$ cat config.mk
export PLATFORM = sky130hd
export DESIGN_NAME = cpu_core
export DESIGN_NICKNAME = d
export VERILOG_FILES = /design/src/rtl/cpu_core.sv
export SDC_FILE = /design/constraint.sdc
export NUM_CORES = 1
export LEC_CHECK = 0
export CELL_PAD_IN_SITES_DETAIL_PLACEMENT = 0
export CELL_PAD_IN_SITES_GLOBAL_PLACEMENT = 1
export CORE_MARGIN = 5
export CORE_UTILIZATION = 53
export CTS_BUF_LIST = sky130_fd_sc_hd__clkbuf_4 sky130_fd_sc_hd__clkbuf_8
export DETAILED_ROUTE_END_ITERATION = 10
export PLACE_DENSITY_LB_ADDON = 0.1
export SYNTH_ARGS = -nofsm -noshare
export SYNTH_HDL_FRONTEND = slang
export SYNTH_SLANG_ARGS = --single-unit
$ cat constraint.sdc
create_clock -name clk -period 7.5 [get_ports clk]
set_clock_uncertainty 0.1 [all_clocks]
set_input_delay 1.5 -clock clk [delete_from_list [all_inputs] [get_ports clk]]
set_output_delay 1.5 -clock clk [all_outputs]
set_load 0.01 [all_outputs]
$ cat src/rtl/cpu_core.sv
// Minimal 8-bit accumulator CPU: FETCH/DECODE/EXECUTE controller, four GPRs, Z/C flags.
// Optional debug outputs (dbg_state, dbg_ir) are enabled by defining CPU_DEBUG_PORTS_EN.
module cpu_core (
  input  logic       clk,
  input  logic       reset,
  input  logic [7:0] instruction,
  output logic       LoadIRSig,
  output logic [7:0] acc_out,
  output logic       zero_flag,
  output logic       carry_flag,
  output logic       halted
`ifdef CPU_DEBUG_PORTS_EN
  ,
  output logic [2:0] dbg_state,
  output logic [7:0] dbg_ir
`endif
);

  localparam logic [2:0] StIdle    = 3'd0;
  localparam logic [2:0] StFetch   = 3'd1;
  localparam logic [2:0] StDecode  = 3'd2;
  localparam logic [2:0] StExecute = 3'd3;
  localparam logic [2:0] StHalt    = 3'd4;

  localparam logic [3:0] OpAdd = 4'h1;
  localparam logic [3:0] OpSub = 4'h2;
  localparam logic [3:0] OpAnd = 4'h3;
  localparam logic [3:0] OpOr  = 4'h4;
  localparam logic [3:0] OpSta = 4'h5;
  localparam logic [3:0] OpLda = 4'h6;
  localparam logic [3:0] OpXor = 4'h7;
  localparam logic [3:0] OpNot = 4'h8;
  localparam logic [3:0] OpShl = 4'h9;
  localparam logic [3:0] OpShr = 4'hA;
  localparam logic [3:0] OpInc = 4'hB;
  localparam logic [3:0] OpDec = 4'hC;
  localparam logic [3:0] OpLdi = 4'hD;
  localparam logic [3:0] OpLdh = 4'hE;
  localparam logic [3:0] OpHlt = 4'hF;

  logic [2:0] state_q, state_d;
  logic [7:0] ir_q;
  logic [7:0] acc_q, acc_d;
  logic       z_q, z_d;
  logic       c_q, c_d;
  logic [7:0] opnd_q;
  logic [7:0] regs_q [4];
  logic       reg_we;
  logic       acc_wr;
  logic [8:0] sum;
  logic [8:0] diff;

  logic [3:0] opc;
  logic [3:0] imm;
  assign opc = ir_q[7:4];
  assign imm = ir_q[3:0];

  always_comb begin
    state_d = state_q;
    case (state_q)
      StIdle:    state_d = StFetch;
      StFetch:   state_d = StDecode;
      StDecode:  state_d = StExecute;
      StExecute: state_d = (opc == OpHlt) ? StHalt : StFetch;
      StHalt:    state_d = StHalt;
      default:   state_d = StIdle;
    endcase
  end

  always_comb begin
    acc_d  = acc_q;
    z_d    = z_q;
    c_d    = c_q;
    reg_we = 1'b0;
    acc_wr = 1'b1;
    // 9-bit ops so bit 8 is carry-out for ADD and borrow for SUB
    sum    = {1'b0, acc_q} + {1'b0, opnd_q};
    diff   = {1'b0, acc_q} - {1'b0, opnd_q};
    case (opc)
      OpAdd: {c_d, acc_d} = sum;
      OpSub: {c_d, acc_d} = diff;
      OpAnd: acc_d = acc_q & opnd_q;
      OpOr:  acc_d = acc_q | opnd_q;
      OpSta: begin
        acc_wr = 1'b0;
        reg_we = 1'b1;
      end
      OpLda: acc_d = opnd_q;
      OpXor: acc_d = acc_q ^ opnd_q;
      OpNot: acc_d = ~acc_q;
      OpShl: begin
        c_d   = acc_q[7];
        acc_d = {acc_q[6:0], 1'b0};
      end
      OpShr: begin
        c_d   = acc_q[0];
        acc_d = {1'b0, acc_q[7:1]};
      end
      OpInc: begin
        c_d   = (acc_q == 8'hFF);
        acc_d = acc_q + 8'd1;
      end
      OpDec: begin
        c_d   = (acc_q == 8'h00);
        acc_d = acc_q - 8'd1;
      end
      OpLdi: acc_d = {4'b0000, imm};
      OpLdh: acc_d = {imm, acc_q[3:0]};
      default: acc_wr = 1'b0;  // NOP and HALT
    endcase
    if (acc_wr) z_d = (acc_d == 8'h00);
  end

  always_ff @(posedge clk or posedge reset) begin
    if (reset) begin
      state_q <= StIdle;
      ir_q    <= 8'h00;
      acc_q   <= 8'h00;
      z_q     <= 1'b0;
      c_q     <= 1'b0;
      opnd_q  <= 8'h00;
      for (int i = 0; i < 4; i++) regs_q[i] <= 8'h00;
    end else begin
      state_q <= state_d;
      if (state_q == StFetch) ir_q <= instruction;
      if (state_q == StDecode) opnd_q <= regs_q[ir_q[1:0]];
      if (state_q == StExecute) begin
        acc_q <= acc_d;
        z_q   <= z_d;
        c_q   <= c_d;
        if (reg_we) regs_q[ir_q[1:0]] <= acc_q;
      end
    end
  end

  assign LoadIRSig  = (state_q == StFetch);
  assign halted     = (state_q == StHalt);
  assign acc_out    = acc_q;
  assign zero_flag  = z_q;
  assign carry_flag = c_q;

`ifdef CPU_DEBUG_PORTS_EN
  assign dbg_state = state_q;
  assign dbg_ir    = ir_q;
`endif

endmodule

==> metrics.cfg, run 1 <==
[finish]
n_fill_cell=789
fin_util_pct=59.2
nNetsFinal=560
n_antenna_cell=0
drive_above_1_share_pct=13.1
area_delta_synth_final_pct=9.38

[sta]
min_period_ps=3780
setup_tns_ps=0
worstMarginPinSlew_ps=1150
hold_viol_final=0
final_max_slew_viol_count=0
slew-limit-headroom_pct=23.2
max_freq_mhz=265
min_period_over_period_pct=50.4
rsz0062_at_grt=false
setup_viol_count_final=0

[drt]
route.antenna.remaining_nets=0
drtIter0Drc=326
vias=4129
wirelength_um=13800
drtPass1Iterations=5
vias_per_cell=6.49
post_drt_wl_per_cell_um=21.8
drc=0

[power_and_ir_drop]
pwr-share-clk_pct=13.4
p_switching_mw=1.27
power.total_mw=2.53
comb_power_share_pct=61.6
power_density_nw_per_um2=492
p_leak_nw=2.20
swShare_pct=50.1
p_int_mw=1.26
vdd_drop_max_uv=248
power_frac_seq_pct=25.0

[setup_path]
crit_slowest_cell=nor3b_2
cp_max_fo=13
crit_start=state_q[1]$_DFF_PP0_
cp.arrival_ps=2180
crit_path_end_kind=output port
worstPathRequired_ps=5900
crit_family=simple AND/OR/NAND/NOR gates
worstReg2RegStart=acc_out[0]$_DFFE_PP0P_
cp_slowest_stage_delay_ps=720
cp-start-kind=flop
cp_num_buf_inv=1
path_class=reg2out
cp_cell_sequence=nor3b_2, clkdlybuf4s50_1

[clocking]
cts_tree=done
cts_setup_buffers=0
insertion_delay_ps=340
h-tree-depth=3
clk_pin_slew_worst_paths_ps=80
cts_sinks=61
cts.root.buffer_cell=clkbuf_8
clk_path_buf_depth=2
cts_buffers=9
cts.repair.resized=0
hold_buffers=0

[logic_synthesis]
ys_ff_latch=61
synthCells=523
syn_area_um2=4700
postSynth.asyncResetShare_pct=100
yosys.area.top_type=dfrtp_1
synth_top_area_share_pct=32.5
yosysUniqueCellTypes=75
synth_fp_nets=560
synth_area_leaders=dfrtp_1 32%, ha_1 6.7%, mux2_2 5.3%
ys_seq_area_share_pct=32.5
yosysWarningCount=0
yosys_most_used_dff=dfrtp_1
avgSynthCellArea_um2=8.98
synth_edf_count=0

[place]
post-dp-hpwl_um=9700
portBuffers=21
place.gp.congestion=0.880

[global_route]
antenna_found_initial=0
grt_usage_pct=25.7
grt_pass1_wl_um=22300
grt_pass1_vias=3933
grt_overflow_total=0
grt_max_degree=62

[die]
fp.dieW_um=104
initial_core_util_pct=54.1
io_pins=22
die_area_um2=10800
fp.coreArea_um2=8680
die_h_um=104
num_rows=34

[run_status]
status=finished, final reports clean

[worst_hold_path]
hp-class=reg2reg
worstHoldStart=regs_q[29]$_DFFE_PP0P_

[run]
maxCapViolations=0

==> layout make-up <==
| type | count | area [um^2] | area share (%) |
|---|---|---|---|
| Clock inverter | 6 | 93.8 | 1.83 |
| Timing Repair Buffer | 27 | 255 | 4.97 |
| Sequential cell | 61 | 1530 | 29.7 |
| Multi-Input combinational cell | 398 | 2890 | 56.3 |
| Clock buffer | 10 | 138 | 2.68 |
| Tap cell | 108 | 135 | 2.63 |
| Inverter | 26 | 97.6 | 1.90 |
==> flip-flops by register name, indices dropped and copies added, names as in the netlist <==
name,count
acc_out,8
carry_flag,1
ir_q,8
opnd_q,8
regs_q,32
state_q,3
zero_flag,1
==> stage by stage <==
step	instance area (um^2)	setup WS, ps	std cells	hold WS (ps)
5_1_grt	5140	3540	636	413
6_report	5140	3720	636	392
3_3_place_gp	4910	3900	620	364
3_5_place_dp	4910	3850	620	374
2_1_floorplan	4700	4390	523	345
4_1_cts	5140	3690	636	391
==> power groups by stage <==
stage / Sequential [mW] / Combinational (mW) / Clock, mW
finish: 0.631 / 1.56 / 0.339
global route: 0.651 / 1.70 / 0.361
CTS: 0.626 / 1.53 / 0.344
detailed placement: 0.633 / 1.52 / 0
global placement: 0.624 / 1.51 / 0
floorplan: 0.543 / 1.21 / 0
==> cells in the mapped netlist (all sizes together), types with 7 or more instances <==
| master | count |
|---|---|
| dfrtp | 61 |
| buf | 26 |
| nor2 | 41 |
| nand3 | 8 |
| a21oi | 22 |
| o21ai | 49 |
| nand2b | 8 |
| nor3b | 7 |
| nand2 | 54 |
| mux4 | 8 |
| nor2b | 11 |
| clkbuf | 12 |
| nor3 | 11 |
| mux2 | 30 |
| ha | 25 |
| inv | 25 |
==> per-layer routing <==
layer  wire [um]  track usage [%]  vias up
met5           0                0        -
met4         225             5.83        0
met3        1020             4.03       21
met2        6440             40.6      184
met1        6150             37.2     2019
li1            -                -     1905
==> placed cells by master, fill, tap and decap left out, types with 3 or more instances in the layout <==
master           Yosys  routed
o211ai_1             6       6
nor3b_1              7       5
a21o_1               4       4
a32oi_1              5       5
o21ai_1              7       7
a31oi_1              6       6
nor3_2               3       3
clkbuf_8             0      10
buf_4                5       6
or3_1                3       3
nor2b_1             11      11
clkdlybuf4s50_1      0      21
o31ai_1              4       4
o32ai_1              4       4
nand3_1              8       8
mux2i_1              5       5
nand2b_1             8       8
dfrtp_1             61      61
nand4_1              5       5
mux2_1               8       8
o21bai_1             5       5
xnor2_1              6       6
o22ai_1              4       4
ha_1                25      25
a2bb2oi_1            6       6
a22oi_1              4       4
nand2_1             54      54
mux4_2               8       8
nor3_1               8       8
and2_1               4       4
a21oi_1             22      22
a311oi_1             3       3
and3_1               6       6
mux2_2              22      22
inv_1               24      23
nor2_1              41      41
o21ai_0             41      41
==> worst paths after layout <==
path,to,slack (ps),depth (start not counted)
max,LoadIRSig,3720,2
min,regs_q[29]$_DFFE_PP0P_,390,1
max reg2reg,zero_flag$_DFFE_PP0P_,3810,11
min reg2reg,regs_q[29]$_DFFE_PP0P_,390,1
max in group asynchronous,opnd_q[4]$_DFFE_PP0P_,5200,3
min in group asynchronous,ir_q[2]$_DFFE_PP0P_,1590,3
==> logic make-up after synthesis <==
family | after synthesis | share of synthesized area (%)
multiplexers | 43 | 12.1
flip-flops | 61 | 32.5
adder cells (fa/ha/maj) | 27 | 7.51
buffers and inverters | 64 | 6.15
XOR/XNOR | 7 | 1.31
AO/OA/AOI/OAI | 149 | 21.2
AND/OR/NAND/NOR | 172 | 19.3
Note: power is estimated with default switching activity, not from simulation.
==> run 2, diff against run 1 <==
Settings changed: CORE_UTILIZATION 53 to 44.
Clock period 7.5 ns to 3.3 ns, I/O delays scaled along.
==> run 2 against run 1 <==
Compared with the run above: global-route usage shrank 1.6 points; largest cell class unchanged; utilization shrank 7.4 points; clock-buffer cell count is the same; cell area grew 4.7%; sequential power grew 100%; clock power grew 100%; sequential cell count is the same; critical endpoint is now zero_flag$_DFFE_PP0P_; setup slack lost 3500 ps; total power grew 140%; critical path depth grew 9; largest power group unchanged; sequential share of layout area shrank 1.3 points; register-to-register slack lost 3600 ps.
==> metrics.cfg, run 2 (same netlist as run 1, synthesis figures left out) <==
[die]
io_pins=22
fp.coreArea_um2=10400
initial_core_util_pct=45.3
die_area_um2=12800
fp.dieW_um=113
num_rows=37
die_h_um=113

[sta]
slew-limit-headroom_pct=49.0
min_period_ps=3080
worstMarginPinSlew_ps=761
final_max_slew_viol_count=0
setup_viol_count_final=0
rsz0062_at_grt=false
min_period_over_period_pct=93.3
max_freq_mhz=325
hold_viol_final=0
whs_ps=378
setup_tns_ps=0

[clocking]
clk_path_buf_depth=2
cts_tree=done
cts_buffers=9
cts_setup_buffers=0
insertion_delay_ps=350
cts.root.buffer_cell=clkbuf_8
hold_buffers=0
cts_sinks=61
clk_pin_slew_worst_paths_ps=80
cts.repair.resized=0
h-tree-depth=3

[place]
dpl_cell_area_um2=5180
place.gp.congestion=0.967
portBuffers=21
post-dp-hpwl_um=10900
dp.cells=675

[drt]
wirelength_um=14900
vias=4209
vias_per_cell=6.09
route.antenna.remaining_nets=0
drtPass1Iterations=5
drtIter0Drc=350
drc=0
post_drt_wl_per_cell_um=21.5

[setup_path]
cp-start-kind=flop
path_class=reg2reg
cp_slowest_stage_delay_ps=560
cp_num_buf_inv=2
crit_family=compound AO/OA/AOI/OAI gates
cp_max_fo=7
cp_cell_sequence=inv_1, ha_1, o21bai_1, a21oi_1, a221o_1, a2111oi_0, buf_4, o21ai_1, o21ai_1, nand4_1, o31ai_1
crit_slowest_cell=a2111oi_0
crit_path_end_kind=flop
cp_common_cell=o21ai_1
cp.arrival_ps=3240
worstPathRequired_ps=3460

[global_route]
grt_overflow_total=0
grt_usage_pct=24.1
grt_max_degree=45
grt_pass1_wl_um=23800
antenna_found_initial=0
grt_pass1_vias=4141

[run]
maxCapViolations=0

[power_and_ir_drop]
power_density_nw_per_um2=1110
p_leak_nw=2.33
power.total_mw=5.95
vdd_drop_max_uv=486

[worst_hold_path]
hp-class=reg2reg

[finish]
regMostFlops=regs_q
fin_area_um2=5380
n_antenna_cell=0
n_fill_cell=979
nNetsFinal=587
final_common_cell=dfrtp_1
mostFrequentLayoutCells=61 x dfrtp_1, 54 x nand2_1, 41 x nor2_1, 41 x o21ai_0, 30 x buf_4
drive_above_1_share_pct=17.3
largest_reg_flops=32
instances_no_fill=691
area_delta_synth_final_pct=14.5

[run_status]
status=finished, final reports clean

run 2: cell count changes in the layout (fill, tap and decap cells not counted), sizes merged:
cell      previous run  this run
clkinvlp             1         2
bufinv               2         1
inv                 27        25
clkinv               2         4
buf                  6        33
run 2: final cells by class:
type	count	area (um^2)	area share (%)
Clock buffer	10	131	2.44
Clock inverter	6	63.8	1.19
Sequential cell	61	1530	28.4
Tap cell	136	170	3.16
Multi-Input combinational cell	398	2890	53.8
Timing Repair Buffer	54	495	9.22
Inverter	26	97.6	1.82
run 2: tightest hold or removal path, cell delays in order (launching register included):
cell,delay (ps)
dfrtp_1,340
nand2_1,40
o21ai_0,60
run 2: worst paths after layout:
kind                            slack [ps]  cells after the start                   start                      to
worst min register to register         380                      2   regs_q[6]$_DFFE_PP0P_   regs_q[6]$_DFFE_PP0P_
worst max register to register         220                     11  acc_out[1]$_DFFE_PP0P_   zero_flag$_DFFE_PP0P_
max in group asynchronous             1870                      3                   reset  regs_q[24]$_DFFE_PP0P_
min in group asynchronous              610                      2                   reset   zero_flag$_DFFE_PP0P_
worst min-delay path                   380                      2   regs_q[6]$_DFFE_PP0P_   regs_q[6]$_DFFE_PP0P_
worst max-delay path                   220                     11  acc_out[1]$_DFFE_PP0P_   zero_flag$_DFFE_PP0P_
run 2: layer usage:
| metal | share of wire, % | vias to the layer above | global-route usage (%) |
|---|---|---|---|
| met1 | 46 | 2057 | 35.4 |
| li1 | - | 1961 | - |
| met4 | 2.6 | 0 | 7.37 |
| met3 | 6.9 | 26 | 3.96 |
| met2 | 44 | 165 | 36.3 |
| met5 | 0 | - | 0 |
run 2: stage by stage:
stage	worst slack [ps]	util, %
2_1_floorplan	324	-
3_3_place_gp	467	50.0
3_5_place_dp	310	50.0
4_1_cts	284	51.8
5_1_grt	111	51.8
6_report	220	51.8
run 2: power by group:
part | internal, mW | switching (mW) | total (mW)
sequential | 1.02 | 0.260 | 1.28
clock | 0.356 | 0.326 | 0.682
combinational | 1.62 | 2.37 | 4.00
==> run 3, diff against run 2 <==
--- a/config.mk
+++ b/config.mk
@@ -14,2 +14,3 @@
 export PLACE_DENSITY_LB_ADDON = 0.1
+export SKIP_CTS_REPAIR_TIMING = 1
 export SYNTH_ARGS = -nofsm -noshare
==> constraint.sdc (replaced) <==
create_clock -name clk -period 2.7 [get_ports clk]
set_clock_uncertainty 0.1 [all_clocks]
set_input_delay 0.675 -clock clk [delete_from_list [all_inputs] [get_ports clk]]
set_output_delay 0.675 -clock clk [all_outputs]
set_load 0.01 [all_outputs]
==> run 3 against run 2 <==
Compared with the run above: the run now ends with negative setup slack left; non-clock buffer count grew 38; utilization grew 5.1 points; hold slack gained 7.0 ps; combinational power grew 51%; via count grew 5.2%; first-iteration DRC count shrank 8.3%; final cell count grew 5.4%; register-to-register slack lost 230 ps; sequential share of layout area shrank 2.5 points; clock-buffer cell count grew 1; critical path type unchanged; largest cell class unchanged; largest power group unchanged.
==> metrics.cfg, run 3 (same netlist as run 1, synthesis figures left out) <==
[clocking]
cts_buffers=9
insertion_delay_ps=350
cts_sinks=61
cts_tree=done
clk_pin_slew_worst_paths_ps=80
cts.root.buffer_cell=clkbuf_8
clk_path_buf_depth=2
h-tree-depth=3

[worst_hold_path]
hp-class=reg2reg

[finish]
area_delta_synth_final_pct=25.8
regMostFlops=regs_q
largest_reg_flops=32
nNetsFinal=625
mostFrequentLayoutCells=64 x buf_4, 58 x dfrtp_1, 53 x nand2_1, 41 x nor2_1, 40 x o21ai_0
fin_util_pct=57.0
fin_area_um2=5910
n_antenna_cell=0
final_common_cell=buf_4
drive_above_1_share_pct=27.7
n_fill_cell=953

[setup_path]
worstPathRequired_ps=2860
crit_slowest_cell=dfrtp_2
cp_slowest_stage_delay_ps=410
path_class=reg2reg
cp_num_buf_inv=3
cp-start-kind=flop
cp_cell_sequence=inv_1, ha_4, inv_1, o21bai_1, a221o_1, a2111oi_4, buf_4, o21ai_1, o21ai_1, nand4_1, o31ai_2
cp.arrival_ps=2880
crit_path_end_kind=flop
cp_max_fo=5
crit_family=compound AO/OA/AOI/OAI gates

[sta]
slew-limit-headroom_pct=70.4
hold_viol_final=0
rsz0062_at_grt=true
min_period_over_period_pct=100
post-route-worst-setup-slack_ps=-13.4
min_period_ps=2710
setup_viol_count_final=1
max_freq_mhz=369
worstMarginPinSlew_ps=441
final_max_slew_viol_count=0

[drt]
drtIter0Drc=321
wirelength_um=15400
route.antenna.remaining_nets=0
drtPass1Iterations=5
vias=4427
vias_per_cell=6.08
post_drt_wl_per_cell_um=21.1
drc=0

[power_and_ir_drop]
vdd_drop_max_uv=742
power.total_mw=8.39
p_leak_nw=2.57
power_density_nw_per_um2=1420

[die]
die_area_um2=12800
initial_core_util_pct=45.3
fp.coreArea_um2=10400
io_pins=22
die_h_um=113
num_rows=37
fp.dieW_um=113

[global_route]
grt_max_degree=38
grt_usage_pct=24.2
grt_overflow_total=0
antenna_found_initial=0
grt_pass1_wl_um=24000
grt_pass1_vias=4305

[run_status]
status=complete, but fails checks
violations=negative setup slack

[place]
place.gp.congestion=0.904
dpl_cell_area_um2=5500
portBuffers=21
pre_cts_ws_ps=-313
post-dp-hpwl_um=11400

[run]
maxCapViolations=0

run 3: tightest hold or removal path, stage by stage (launching register included):
cell and delay (ps):
dfrtp_1 350, nand2_1 40, o21ai_0 60
run 3: final timing paths:
kind	to	cells after the start	start	slack, ps
min reg2reg	regs_q[1]$_DFFE_PP0P_	2	regs_q[1]$_DFFE_PP0P_	380
max	zero_flag$_DFFE_PP0P_	11	acc_out[2]$_DFFE_PP0P_	-10
max reg2reg	zero_flag$_DFFE_PP0P_	11	acc_out[2]$_DFFE_PP0P_	-10
max in group asynchronous	acc_out[2]$_DFFE_PP0P_	3	reset	1410
min	regs_q[1]$_DFFE_PP0P_	2	regs_q[1]$_DFFE_PP0P_	380
min in group asynchronous	zero_flag$_DFFE_PP0P_	2	reset	540
run 3: layout make-up:
type | instances | area [um^2] | share of cell area [%]
inverters | 26 | 97.6 | 1.65
clock inverters | 4 | 47.5 | 0.805
well taps | 136 | 170 | 2.88
clock buffers | 11 | 151 | 2.56
repair buffers | 92 | 813 | 13.8
multi-input cells | 398 | 3100 | 52.4
flip-flops and latches | 61 | 1530 | 25.9
run 3: metrics by stage:
step           cells  hold slack, ps  TNS, ps
2_1_floorplan    523             345        0
3_3_place_gp     712             364     -624
3_5_place_dp     712             373     -527
4_1_cts          727             388     -588
5_1_grt          728             412     -159
6_report         728             385    -13.4
run 3: per-layer routing:
layer / up-vias / GRT usage (%) / part of all wire [%]
met1: 2230 / 34.3 / 47
li1: 2049 / - / -
met5: - / 0 / 0
met2: 136 / 37.8 / 46
met3: 12 / 4.65 / 5.6
met4: 0 / 6.49 / 1.4
run 3: where the power goes:
part	switching, mW	internal, mW	total [mW]
sequential	0.260	1.25	1.51
clock	0.378	0.468	0.846
combinational	3.38	2.65	6.03
==> edit 1: new RTL, flow settings as in run 2 <==
The option `CPU_DEBUG_PORTS_EN` is turned on by a define.
--- a/src/rtl/cpu_core.sv
+++ b/src/rtl/cpu_core.sv
@@ -1,5 +1,7 @@
 // Minimal 8-bit accumulator CPU: FETCH/DECODE/EXECUTE controller, four GPRs, Z/C flags.
 // Optional debug outputs (dbg_state, dbg_ir) are enabled by defining CPU_DEBUG_PORTS_EN.
+`define CPU_DEBUG_PORTS_EN
+
 module cpu_core (
   input  logic       clk,
   input  logic       reset,
Formal check against the unedited RTL (old outputs only; new: dbg_ir and dbg_state): equivalent (Yosys induction, for registers that start in step).
==> edit 1 against run 2 <==
- routed wire length is 0.63% lower
- power rose by 0.22%
- maximum frequency down 0.15%
- via count rose by 1.1%
- setup slack got worse by 0.0047 ns
- critical path depth decreased by 2
- clock power fell by 3%
- area after synthesis rose by 0.40%
- final area rose by 0.54%
- sequential cell count did not move
- utilization increased by 0.28 points
- cell count did not move
- largest power group unchanged
- highest routed layer unchanged
==> edit 1: results (changes against run 2) <==
INFO  run_status     run_status=completed
INFO  worst_setup_path category_of_cells_accounting_for_the_largest_share_of_critical_path_delay=simple AND/OR/NAND/NOR gates
INFO  power_and_ir_drop p_leak=0.00227µW [-2.3%]
INFO  global_route   grtUsageMet1=0.357 [+0.00290]
INFO  final_layout   clockNetworkAreaShare=0.0361 [-0.000193]
INFO  yosys          yosysSeqAreaShare=0.324 [-0.00129]
INFO  yosys          synth_instances=517 [-1.1%]
INFO  yosys          synthesis.nets=554 [-1.1%]
INFO  drt            vias_per_cell=6.16 [+1.1%]
INFO  global_route   gr_layer_usage_met3=0.0334 [-0.00615]
INFO  global_route   grt_max_degree=50 [+11%]
INFO  sta            final.hold.worst_slack=0.392ns [+0.0142 ns]
INFO  yosys          synth_area_leaders=sky130_fd_sc_hd__dfrtp_1, sky130_fd_sc_hd__mux2_2, sky130_fd_sc_hd__ha_1, sky130_fd_sc_hd__o21ai_0, sky130_fd_sc_hd__mux4_2
INFO  power_and_ir_drop vdd.ir_drop.worst=0.000573V [+18%]
INFO  placement      buffer_ports.inserted=32 [+52%]
INFO  placement      finalWeightedCongestion=0.915 [-5.4%]
INFO  yosys          synthDominantCellAreaShare=0.324 [-0.00129]
INFO  min_path       holdPathEnd=regs_q[16]
INFO  final_layout   num-fill-cells=1020 [+4.2%]
INFO  final_layout   multi_input_area_share=0.526 [-0.0121]
INFO  global_route   grt_pass1_vias=4215 [+1.8%]
INFO  global_route   gr-usage-met2=0.367 [+0.00415]
INFO  final_layout   non_cts_buffers=62 [+15%]
INFO  worst_setup_path timing.rr.start=acc_out[2]
INFO  sta            max_slew.worst_pin.slew=0.745ns [-0.0160 ns]
INFO  global_route   grtUsageTotal=0.242 [+0.00125]
INFO  drt            wl_met2=6630µm [+0.53%]
INFO  worst_setup_path slowest_delay=0.48ns [-0.08 ns]
INFO  placement      hpwl_reported_at_the_end_of_detailed_placement=10900µm [-0.12%]
INFO  final_layout   num-multi-input-gates=389 [-2.3%]
INFO  drt            drt-wirelength-per-cell=21.4µm [-0.63%]
INFO  yosys          netlist_top_cells_count=sky130_fd_sc_hd__dfrtp_1, sky130_fd_sc_hd__nand2_1, sky130_fd_sc_hd__o21ai_0
INFO  drt            detailedRoute.firstIterationViolations=490 [+40%]
## edit 1: cells by family (layout without fill, tap and decap cells)
kind of cell / after synthesis / count (layout) / share of synthesized area
compound gates: 150 / 150 / 0.215
xor+xnor: 6 / 6 / 0.0111
fa+ha+maj: 27 / 27 / 0.0748
buf+inv: 67 / 105 / 0.0738
flops: 61 / 61 / 0.324
mux: 41 / 41 / 0.117
simple gates: 165 / 165 / 0.185
## edit 1: where the power goes
group          switching [µW]  internal (µW)  total (µW)  leakage (µW)
clock                     307            355         662     0.0000957
sequential                231           1020        1250      0.000792
combinational            2420           1640        4050       0.00138
total                    2960           3010        5970       0.00227
## edit 1: through the flow
| step | util | power [µW] | worst slack, ns | area, µm² |
|---|---|---|---|---|
| 2_1_floorplan | - | 3960 | 0.398 | 4720 |
| 3_3_place_gp | 0.502 | 5230 | 0.333 | 5210 |
| 3_5_place_dp | 0.502 | 5240 | 0.335 | 5210 |
| 4_1_cts | 0.521 | 5930 | 0.282 | 5410 |
| 5_1_grt | 0.521 | 6450 | 0.0615 | 5410 |
| 6_report | 0.521 | 5970 | 0.215 | 5410 |
## edit 1: worst min-delay path, delay by kind of cell, from the launching register on
family	cells	cell delay, ns
flops	1	0.35
simple gates	1	0.04
compound gates	1	0.06
## edit 1: how the worst max path moves through the flow
stage / startpoint / end / slack, ns / depth (start not counted)
floorplan: acc_out[1] / zero_flag / 0.40 / 10
global placement: acc_out[2] / zero_flag / 0.33 / 9
detailed placement: acc_out[2] / zero_flag / 0.34 / 9
CTS: acc_out[2] / zero_flag / 0.28 / 9
global route: acc_out[5] / zero_flag / 0.06 / 8
finish: acc_out[2] / zero_flag / 0.22 / 9
==> edit 2: new RTL, config.mk and constraints of run 2 <==
Made on the original files. Register the input `instruction` before use. The logic sees it one clock later.
--- a/src/rtl/cpu_core.sv
+++ b/src/rtl/cpu_core.sv
@@ -37,6 +37,12 @@
   localparam logic [3:0] OpLdi = 4'hD;
   localparam logic [3:0] OpLdh = 4'hE;
   localparam logic [3:0] OpHlt = 4'hF;
+
+  logic [7:0] instruction_q;
+
+  always_ff @(posedge clk) begin
+    instruction_q <= instruction;
+  end
 
   logic [2:0] state_q, state_d;
   logic [7:0] ir_q;
@@ -122,7 +128,7 @@
       for (int i = 0; i < 4; i++) regs_q[i] <= 8'h00;
     end else begin
       state_q <= state_d;
-      if (state_q == StFetch) ir_q <= instruction;
+      if (state_q == StFetch) ir_q <= instruction_q;
       if (state_q == StDecode) opnd_q <= regs_q[ir_q[1:0]];
       if (state_q == StExecute) begin
         acc_q <= acc_d;
Check against the original RTL: not equivalent (Yosys sat finds a counterexample within 10 cycles, from zero or initial values and one cycle with reset high).
==> edit 2 against run 2 <==
- non-clock buffer count is 15 lower
- routed wire length is 2.3% lower
- via count is 1.4% lower
- final area is 0.21% lower
- worst hold slack worse by 0.019 ns
- utilization is 2.4 points lower
- power is 3.9% lower
- area after synthesis is 3.7% higher
- setup slack better by 0.096 ns
- clock power is 3.4% lower
- sequential cell count is 8 higher
- critical path type unchanged
- largest cell class unchanged
- largest power group unchanged
==> edit 2: results (changes against run 2) <==
INFO  worst_setup_path timing.rr.start=ir_q[5]
INFO  worst_setup_path worst_setup_path_startpoint=ir_q[5]
INFO  yosys          synth_instances=545 [+4.2%]
INFO  drt            drt-wirelength-per-cell=20.8µm [-3.2%]
INFO  final_layout   post_route_cells_drive_above_1_share=0.145 [-0.0276]
INFO  final_layout   num-fill-cells=1049 [+7.2%]
INFO  drt            wl_met2=6720µm [+1.9%]
INFO  yosys          synth_cell_types=73 [-2.7%]
INFO  placement      finalWeightedCongestion=0.960 [-0.77%]
INFO  global_route   grtUsageTotal=0.227 [-0.0136]
INFO  global_route   wire_length_of_the_first_global_routing_pass=23100µm [-3.2%]
INFO  yosys          synthesis.nets=582 [+3.9%]
INFO  worst_setup_path category_of_cells_accounting_for_the_largest_share_of_critical_path_delay=simple AND/OR/NAND/NOR gates
INFO  worst_setup_path critical_path.max_fanout=5 [-2]
INFO  worst_setup_path worst_ep_arrival_time=3.16ns [-0.08 ns]
INFO  placement      total_placed_cells_including_tap_cells=681 [+0.89%]
INFO  global_route   grt_max_degree=51 [+13%]
INFO  placement      hpwl_reported_at_the_end_of_detailed_placement=10300µm [-5.6%]
INFO  power_and_ir_drop p_sw=2830µW [-4.4%]
INFO  power_and_ir_drop vdd.ir_drop.worst=0.000575V [+18%]
INFO  drt            dr_wl_met3=1040µm [+1.9%]
INFO  sta            worst_slew_margin_rel=0.426 [-0.0644]
INFO  drt            vias_per_cell=5.95 [-2.3%]
INFO  yosys          asyncSetResetFlopFracSynth=0.884 [-0.116]
INFO  placement      placed_instance_area=5180µm² [about the same]
INFO  drt            detailedRoute.firstIterationViolations=379 [+8.3%]
INFO  power_and_ir_drop power_per_cell_area=1070nW/µm² [-3.7%]
INFO  yosys          synth_area_leaders=sky130_fd_sc_hd__dfrtp_1, sky130_fd_sc_hd__ha_1, sky130_fd_sc_hd__o21ai_0, sky130_fd_sc_hd__nand2_1, sky130_fd_sc_hd__mux4_2
INFO  yosys          yosysSeqAreaShare=0.346 [+0.0214]
INFO  run_status     run_status=completed
INFO  final_layout   num-nets-final=589 [+0.34%]
edit 2: changes by cell type in the layout (fill, tap and decap cells not counted), moves of 6 or more:
cell                               run 2  this run
sky130_fd_sc_hd__a2bb2oi_1             6         0
sky130_fd_sc_hd__dfxtp_1               0         8
sky130_fd_sc_hd__o21ai_0              41        58
sky130_fd_sc_hd__mux2_1                8         0
sky130_fd_sc_hd__nor2b_1              11         5
sky130_fd_sc_hd__nor2_1               41        32
sky130_fd_sc_hd__buf_4                30        17
sky130_fd_sc_hd__o211ai_1              6         0
sky130_fd_sc_hd__a21oi_1              22        37
edit 2: logic make-up after synthesis:
logic type	synth area share
XOR/XNOR	0.0162
AO/OA/AOI/OAI	0.223
buffers and inverters	0.0691
multiplexers	0.0984
AND/OR/NAND/NOR	0.175
flip-flops	0.346
adder cells (fa/ha/maj)	0.0725
edit 2: layout make-up:
cell class              instances  share of cell area
repair buffers                 39              0.0667
clock inverters                 5             0.00653
inverters                      30              0.0210
well taps                     140              0.0326
multi-input cells             403               0.531
clock buffers                  11              0.0282
flip-flops and latches         69               0.314
edit 2: power groups by stage:
stage / sequential (µW) / clock [µW] / combinational [µW]
floorplan: 1340 / 0 / 2670
global placement: 1410 / 0 / 3600
detailed placement: 1430 / 0 / 3590
CTS: 1410 / 675 / 3610
global route: 1460 / 710 / 3970
finish: 1400 / 659 / 3660
edit 2: worst min path at each step:
| stage | start | end | slack, ns | cells past startpoint |
|---|---|---|---|---|
| final | instruction_q[5] | ir_q[5] | 0.36 | 1 |
| after global routing | instruction_q[1] | ir_q[1] | 0.38 | 1 |
| after CTS | instruction_q[5] | ir_q[5] | 0.36 | 1 |
| after detailed placement | instruction_q[7] | ir_q[7] | 0.35 | 1 |
| after global placement | instruction_q[3] | ir_q[3] | 0.34 | 1 |
| after floorplan | instruction_q[4] | ir_q[4] | 0.31 | 2 |
edit 2: per-layer routing:
metal,up-vias,track usage
met4,0,0.0587
met2,138,0.358
met3,26,0.0479
met5,-,0
met1,2011,0.320
li1,1973,-
edit 2: stage by stage:
step                      setup slack (ns)  hold WS, ns  power (µW)
after floorplan                      0.456        0.310        4010
after global placement               0.369        0.343        5010
after detailed placement             0.311        0.349        5020
after CTS                            0.286        0.360        5690
after global routing                 0.153        0.385        6140
final                                0.316        0.358        5720
